File: src/rtl/delta_weight_buffer_fetch_if.sv
// Weight-manager arbitration handshake: requester drives read/address,
// manager answers with a one-cycle ready and the shared SRAM data word.
interface delta_weight_buffer_fetch_if #(
   parameter int DATA_WIDTH = 32
);
   logic                  WB_SRAM_read;
   logic [31:0]           WB_SRAM_address;
   logic                  WB_SRAM_ready;
   logic [DATA_WIDTH-1:0] Weight_SRAM_data;

   modport master (
      output WB_SRAM_read,
      output WB_SRAM_address,
      input  WB_SRAM_ready,
      input  Weight_SRAM_data
   );

   modport slave (
      input  WB_SRAM_read,
      input  WB_SRAM_address,
      output WB_SRAM_ready,
      output Weight_SRAM_data
   );
endinterface

File: src/rtl/delta_weight_buffer_fetch.sv
// Per-PU weight buffer front end. Fetches the PU-local weight slice word by
// word through the weight-manager handshake into a local register file that
// the PU datapath reads combinationally.
//
//   state | meaning
//   ------+-------------------------------------------------------------
//   IDLE  | waiting for start; buffer contents held, ready ignored
//   REQ   | read asserted for word req_idx; a ready grant captures it
//   DONE  | last word captured; fill_done pulses, back to IDLE next edge
module delta_weight_buffer_fetch #(
   parameter int INPUT_CHANNEL       = 8,
   parameter int MAX_WEIGHT_LEN_BYTE = 8,
   parameter int DATA_WIDTH          = 32,
   parameter int WORDS_PER_IC        = MAX_WEIGHT_LEN_BYTE * 8 / DATA_WIDTH,
   parameter int TOTAL_WORDS         = INPUT_CHANNEL * WORDS_PER_IC,
   parameter int IDX_W               = (TOTAL_WORDS > 1) ? $clog2(TOTAL_WORDS) : 1
) (
   input  logic                      clock,
   input  logic                      reset,
   input  logic                      start,
   input  logic                      flush,
   delta_weight_buffer_fetch_if.master wb,
   input  logic [IDX_W-1:0]          rd_index,
   output logic [DATA_WIDTH-1:0]     rd_data,
   output logic [INPUT_CHANNEL-1:0]  ic_valid,
   output logic                      busy,
   output logic                      fill_done
);

   localparam logic [31:0] BYTES_PER_WORD = 32'(DATA_WIDTH / 8);
   localparam logic [IDX_W-1:0] LAST_IDX  = IDX_W'(TOTAL_WORDS - 1);

   typedef enum logic [1:0] {
      IDLE = 2'd0,
      REQ  = 2'd1,
      DONE = 2'd2
   } state_t;

   state_t                   state, state_next;
   logic [IDX_W-1:0]         req_idx, idx_next;
   logic [INPUT_CHANNEL-1:0] ic_valid_next;
   logic [31:0]              address;
   logic                     we;

   logic [DATA_WIDTH-1:0]    regfile [TOTAL_WORDS];

   // State, word counter, channel-valid bitmap and registered address.
   always_ff @(posedge clock or negedge reset) begin
      if (!reset) begin
         state    <= IDLE;
         req_idx  <= '0;
         ic_valid <= '0;
         address  <= '0;
      end else begin
         state    <= state_next;
         req_idx  <= idx_next;
         ic_valid <= ic_valid_next;
         address  <= 32'(idx_next) * BYTES_PER_WORD;
      end
   end

   // Next-state logic; flush overrides everything, including a same-cycle grant.
   always_comb begin
      state_next    = state;
      idx_next      = req_idx;
      ic_valid_next = ic_valid;
      we            = 1'b0;
      if (flush) begin
         state_next    = IDLE;
         idx_next      = '0;
         ic_valid_next = '0;
      end else begin
         case (state)
            IDLE: begin
               if (start) begin
                  state_next    = REQ;
                  idx_next      = '0;
                  ic_valid_next = '0;
               end
            end
            REQ: begin
               if (wb.WB_SRAM_ready) begin
                  we       = 1'b1;
                  idx_next = req_idx + IDX_W'(1);
                  for (int c = 0; c < INPUT_CHANNEL; c++) begin
                     if (req_idx == IDX_W'(c * WORDS_PER_IC + WORDS_PER_IC - 1))
                        ic_valid_next[c] = 1'b1;
                  end
                  if (req_idx == LAST_IDX)
                     state_next = DONE;
               end
            end
            DONE: state_next = IDLE;
            default: state_next = IDLE;
         endcase
      end
   end

   // Register file capture on a granted request; contents need no reset.
   always_ff @(posedge clock) begin
      if (we)
         regfile[req_idx] <= wb.Weight_SRAM_data;
   end

   assign wb.WB_SRAM_read    = (state == REQ);
   assign wb.WB_SRAM_address = address;
   assign busy               = (state != IDLE);
   assign fill_done          = (state == DONE);
   assign rd_data            = (32'(rd_index) < 32'(TOTAL_WORDS)) ? regfile[rd_index] : '0;

endmodule

File: src/flat_wrapper.sv
// flat-port wrapper written by rule: the top's interface ports become plain ports
module delta_weight_buffer_fetch_flat 
#(
   parameter int INPUT_CHANNEL       = 8,
   parameter int MAX_WEIGHT_LEN_BYTE = 8,
   parameter int DATA_WIDTH          = 32,
   parameter int WORDS_PER_IC        = MAX_WEIGHT_LEN_BYTE * 8 / DATA_WIDTH,
   parameter int TOTAL_WORDS         = INPUT_CHANNEL * WORDS_PER_IC,
   parameter int IDX_W               = (TOTAL_WORDS > 1) ? $clog2(TOTAL_WORDS) : 1
)
  (clock, reset, start, flush, rd_index, rd_data, ic_valid, busy, fill_done, wb_WB_SRAM_read, wb_WB_SRAM_address, wb_WB_SRAM_ready, wb_Weight_SRAM_data);
  delta_weight_buffer_fetch_if #(.DATA_WIDTH(DATA_WIDTH)) wb_i ();
  input  logic clock;
  input  logic reset;
  input  logic start;
  input  logic flush;
  input  logic [IDX_W-1:0] rd_index;
  output logic [DATA_WIDTH-1:0] rd_data;
  output logic [INPUT_CHANNEL-1:0] ic_valid;
  output logic busy;
  output logic fill_done;
  output wire logic [$bits(wb_i.WB_SRAM_read)-1:0] wb_WB_SRAM_read;
  output wire logic [$bits(wb_i.WB_SRAM_address)-1:0] wb_WB_SRAM_address;
  input wire logic [$bits(wb_i.WB_SRAM_ready)-1:0] wb_WB_SRAM_ready;
  input wire logic [$bits(wb_i.Weight_SRAM_data)-1:0] wb_Weight_SRAM_data;
  assign wb_WB_SRAM_read = wb_i.WB_SRAM_read;
  assign wb_WB_SRAM_address = wb_i.WB_SRAM_address;
  assign wb_i.WB_SRAM_ready = wb_WB_SRAM_ready;
  assign wb_i.Weight_SRAM_data = wb_Weight_SRAM_data;
  delta_weight_buffer_fetch #(.INPUT_CHANNEL(INPUT_CHANNEL), .MAX_WEIGHT_LEN_BYTE(MAX_WEIGHT_LEN_BYTE), .DATA_WIDTH(DATA_WIDTH), .WORDS_PER_IC(WORDS_PER_IC), .TOTAL_WORDS(TOTAL_WORDS), .IDX_W(IDX_W)) u_core (.clock(clock), .reset(reset), .start(start), .flush(flush), .wb(wb_i), .rd_index(rd_index), .rd_data(rd_data), .ic_valid(ic_valid), .busy(busy), .fill_done(fill_done));
endmodule
File: config.mk
export PLATFORM = sky130hd
export DESIGN_NAME = delta_weight_buffer_fetch_flat
export DESIGN_NICKNAME = d
export VERILOG_FILES = /design/src/rtl/delta_weight_buffer_fetch_if.sv /design/src/rtl/delta_weight_buffer_fetch.sv /design/src/flat_wrapper.sv
export SDC_FILE = /design/constraint.sdc
export NUM_CORES = 1
export LEC_CHECK = 0
export ABC_AREA = 1
export BUFFER_PORTS_ARGS = -buffer_cell sky130_fd_sc_hd__buf_2
export CAP_MARGIN = 20
export CORE_AREA = 3 3 309 311
export CTS_CLUSTER_SIZE = 8
export DETAILED_ROUTE_END_ITERATION = 8
export DIE_AREA = 0 0 312 314
export PLACE_DENSITY = 0.47
export SLEW_MARGIN = 30
export SYNTH_ARGS = -nofsm -noshare
export SYNTH_HDL_FRONTEND = slang
export SYNTH_SLANG_ARGS = --single-unit
File: constraint.sdc
create_clock -name clock -period 2.7 [get_ports clock]
set_input_delay 0.405 -clock clock [delete_from_list [all_inputs] [get_ports clock]]
set_output_delay 0.405 -clock clock [all_outputs]
set_load 0.05 [all_outputs]
==> impl_summary.log <==
INFO  metric syn-instance-count = 2228
INFO  metric grt_antenna_before_repair = 5
INFO  metric port_buffers = 87
INFO  metric worst-slew-pin-transition = 0.560 ns
INFO  metric detail_route.first_pass.iterations = 5
INFO  metric htreeDepth = 3
INFO  metric grt_remaining_overflow = 0
INFO  metric critical-path-max-stage-delay = 0.51 ns
INFO  metric die_area = 98000 um2
INFO  metric final_hold_viol_count = 0
INFO  metric initial_core_util = 24.8%
INFO  metric die-width = 312 um
INFO  metric layout.nets = 2390
INFO  metric yosys.area_share.adder = 0.216%
INFO  metric vdd.ir_drop.worst = 0.364 mV
INFO  metric synth_top_cells_by_area = edfxtp_1, nand2_1, nand3_1
INFO  metric setup_viol = 0
INFO  metric maximum_fanout_along_the_worst_path = 48
INFO  metric synth-xor-area-share = 0.0379%
INFO  metric post_synth_edffs = 512
INFO  metric placed_area = 25400 um2
INFO  metric max_clock_freq = 417 MHz
INFO  metric period_share = 88.8%
INFO  metric rsz0062_at_grt = false
INFO  metric arrival = 1.99 ns
INFO  metric remaining_drc_errors = 0
INFO  metric post_syn_area_per_cell = 10.4 um2
INFO  metric routabilityCongestion = 0.706
INFO  metric p_per_cell_area = 696 nW/um2
INFO  metric tritoncts_num_sinks = 526
INFO  metric grt_first_pass_wirelength = 93.9 mm
INFO  metric drt_first_iter_violations = 1183
INFO  metric worst_setup_path_end_kind = output port
INFO  metric postSynthRegisterBits = 526
INFO  metric cts_resized = 0
INFO  metric finalCriticalPeriod = 2.40 ns
INFO  metric worst_clock_skew = 0.0103 ns
INFO  metric netlist-cell-type-count = 23
INFO  metric area_growth_syn_to_layout = 18.8%
INFO  metric netlist.top_cell.by_area = edfxtp_1
INFO  metric ctsRootBufferMaster = clkbuf_16
INFO  metric num_io_pins = 116
INFO  metric synth_sequential_area_ratio = 68.0%
INFO  metric first_global_vias = 14654
INFO  metric dp.final_hpwl = 33.1 mm
INFO  metric die_height = 314 um
INFO  metric tritoncts = yes
INFO  metric detail_route.vias_per_cell = 4.16
INFO  metric yosys.cell_count.top_type = nand2_1
INFO  metric critPathRequiredTime = 2.30 ns
INFO  metric grt_start_max_net_pins = 88
INFO  metric synth_simple_gate_area_share = 20.9%
INFO  metric synthesis.area = 23100 um2
INFO  metric holdCritPathClass = in2reg
INFO  metric synthMuxAreaShare = 0%
INFO  metric synthArstFlopShare = 2.66%
INFO  metric worst_case_headroom_to_the_max_slew_limit = 62.6%
INFO  metric cts_clk_pin_slew_worst_paths = 0.05 ns
INFO  metric routedWlPerCell = 17.3 um
INFO  metric path_cells = clkbuf_8 -> buf_4 -> nand2_1 -> nand2_1 -> nand2_1 -> nand3_1 -> nand3_1 -> nand2_1 -> buf_2
INFO  metric dp.cells = 3521
INFO  metric count_of_standard_cell_rows = 112
INFO  metric outcome = finished, final reports clean
INFO  metric final_cell_area = 27500 um2
INFO  metric synth-warning-count = 0
INFO  metric layoutNonFillerInstCount = 3618
INFO  metric place_worst_setup_slack = 0.289 ns
INFO  metric synth_largest_type_area_fraction = 66.5%
INFO  metric clk_path_buf_depth = 3
INFO  metric postRouteWirelength = 62.6 mm
INFO  metric setup-tns-final = 0 ns
INFO  metric drive_gt1_share = 10.9%
INFO  metric startpoint_type = input port
INFO  metric yosys_most_used_dff = edfxtp_1
INFO  metric postLayoutSetupSlackWorst = 0.302 ns
INFO  metric setup.worst_path.class = in2out
INFO  metric drtAntennaViolNets = 0
INFO  metric dr_total_vias = 15050
INFO  metric timing_max_transition_violations_final = 0
INFO  metric synth_top_cells_by_count = nand2_1, edfxtp_1, inv_1, nand3_1, buf_2
INFO  metric whs = 0.161 ns
INFO  metric critical_path.most_common_cell = nand2_1
INFO  metric cap_violations = 0
INFO  metric worst_path_max_delay_cell = buf_4
INFO  metric main_combinational_cell_family_by_area_after_synthesis = simple AND/OR/NAND/NOR gates
INFO  metric floorplan.core_area = 93000 um2
INFO  metric synth-compound-area-share = 0.0920%
INFO  metric clk_latency = 0.60 ns
INFO  metric cts-buffers-inserted = 75
INFO  metric power_leakage = 11.6 nW
INFO  metric critPathBufInv = 3
INFO  metric total_track_usage = 12.6%
INFO  metric timing.critical_path.max_delay_family = buffers and inverters
worst register-to-register path, stage by stage (launching register included):
cell	delay, ns
dfrtp_1	0.42
inv_1	0.09
nand2_1	0.10
nor2_4	0.15
nand2_2	0.07
inv_1	0.11
nand2_1	0.27
nor2_4	0.18
buf_4	0.39
state kept, by name (all words and copies together), names as in the netlist:
signal	cells
u_core.ic_valid	8
u_core.state	2
u_core.regfile	512
u_core.wb.WB_SRAM_address	4
final timing paths:
kind	startpoint	endpoint	slack, ns	cells past startpoint
max	rd_index[0]	rd_data[6]	0.30	9
min	wb_WB_SRAM_ready	u_core.state[0]$_DFFE_PN0P_	0.16	4
max reg2reg	u_core.state[1]$_DFFE_PN0P_	u_core.regfile[6][7]$_DFFE_PP_	0.51	8
min reg2reg	u_core.ic_valid[0]$_DFFE_PN0P_	u_core.ic_valid[0]$_DFFE_PN0P_	0.46	2
max in group asynchronous	reset	u_core.ic_valid[2]$_DFFE_PN0P_	2.18	2
min in group asynchronous	reset	u_core.state[0]$_DFFE_PN0P_	0.25	2
metal layers:
layer,part of all wire [%],vias up,GRT usage (%)
met3,4.8,86,2.20
li1,-,7332,-
met1,46,7265,17.0
met5,0.021,-,0
met2,47,365,20.7
met4,2.1,2,4.07
final cells by class:
| class | count | area, um2 |
|---|---|---|
| inverters | 410 | 1550 |
| clock inverters | 5 | 61.3 |
| diodes | 1 | 2.50 |
| fillers | 9660 | 65600 |
| flip-flops and latches | 526 | 15700 |
| well taps | 1254 | 1570 |
| multi-input cells | 1183 | 5140 |
| repair buffers | 149 | 1430 |
| clock buffers | 90 | 2000 |
per-stage QoR:
step	utilization (%)	total power, mW
after floorplan	-	10.3
final	29.5	19.1
after detailed placement	27.3	10.8
after global placement	27.3	10.8
after CTS	29.5	19.4
after global routing	29.5	19.8
power breakdown:
part           internal, mW  switching [mW]
clock network          5.13            3.34
logic                 0.413            1.19
registers              9.04          0.0208
placed cells by master, fill, tap and decap left out, drive strengths merged:
cell | netlist | final
nand2 | 712 | 712
or2 | 1 | 1
o21ai | 3 | 3
dfrtp | 14 | 14
diode | 0 | 1
edfxtp | 512 | 512
dlygate4sd3 | 0 | 1
conb | 1 | 28
nand3 | 405 | 405
inv | 410 | 410
a31oi | 1 | 1
clkbuf | 11 | 91
clkinv | 0 | 5
buf | 125 | 147
ha | 4 | 4
xor2 | 1 | 1
nor2 | 26 | 26
nand4 | 2 | 2
logic make-up after synthesis:
group	count (synthesis)
AOI/OAI and AO/OA	4
xor gates and xnor gates	1
adders and majority gates	4
buffers and inverters	546
DFF	526
other	1
and+or+nand+nor	1146
what timing repair did:
item / CTS / global route
endpoints found under the hold margin: 14 / 0
setup buffers: 0 / 0
endpoints found under the setup margin: 0 / 0
hold buffers: 1 / 0
(Power assumes the default switching activity.)
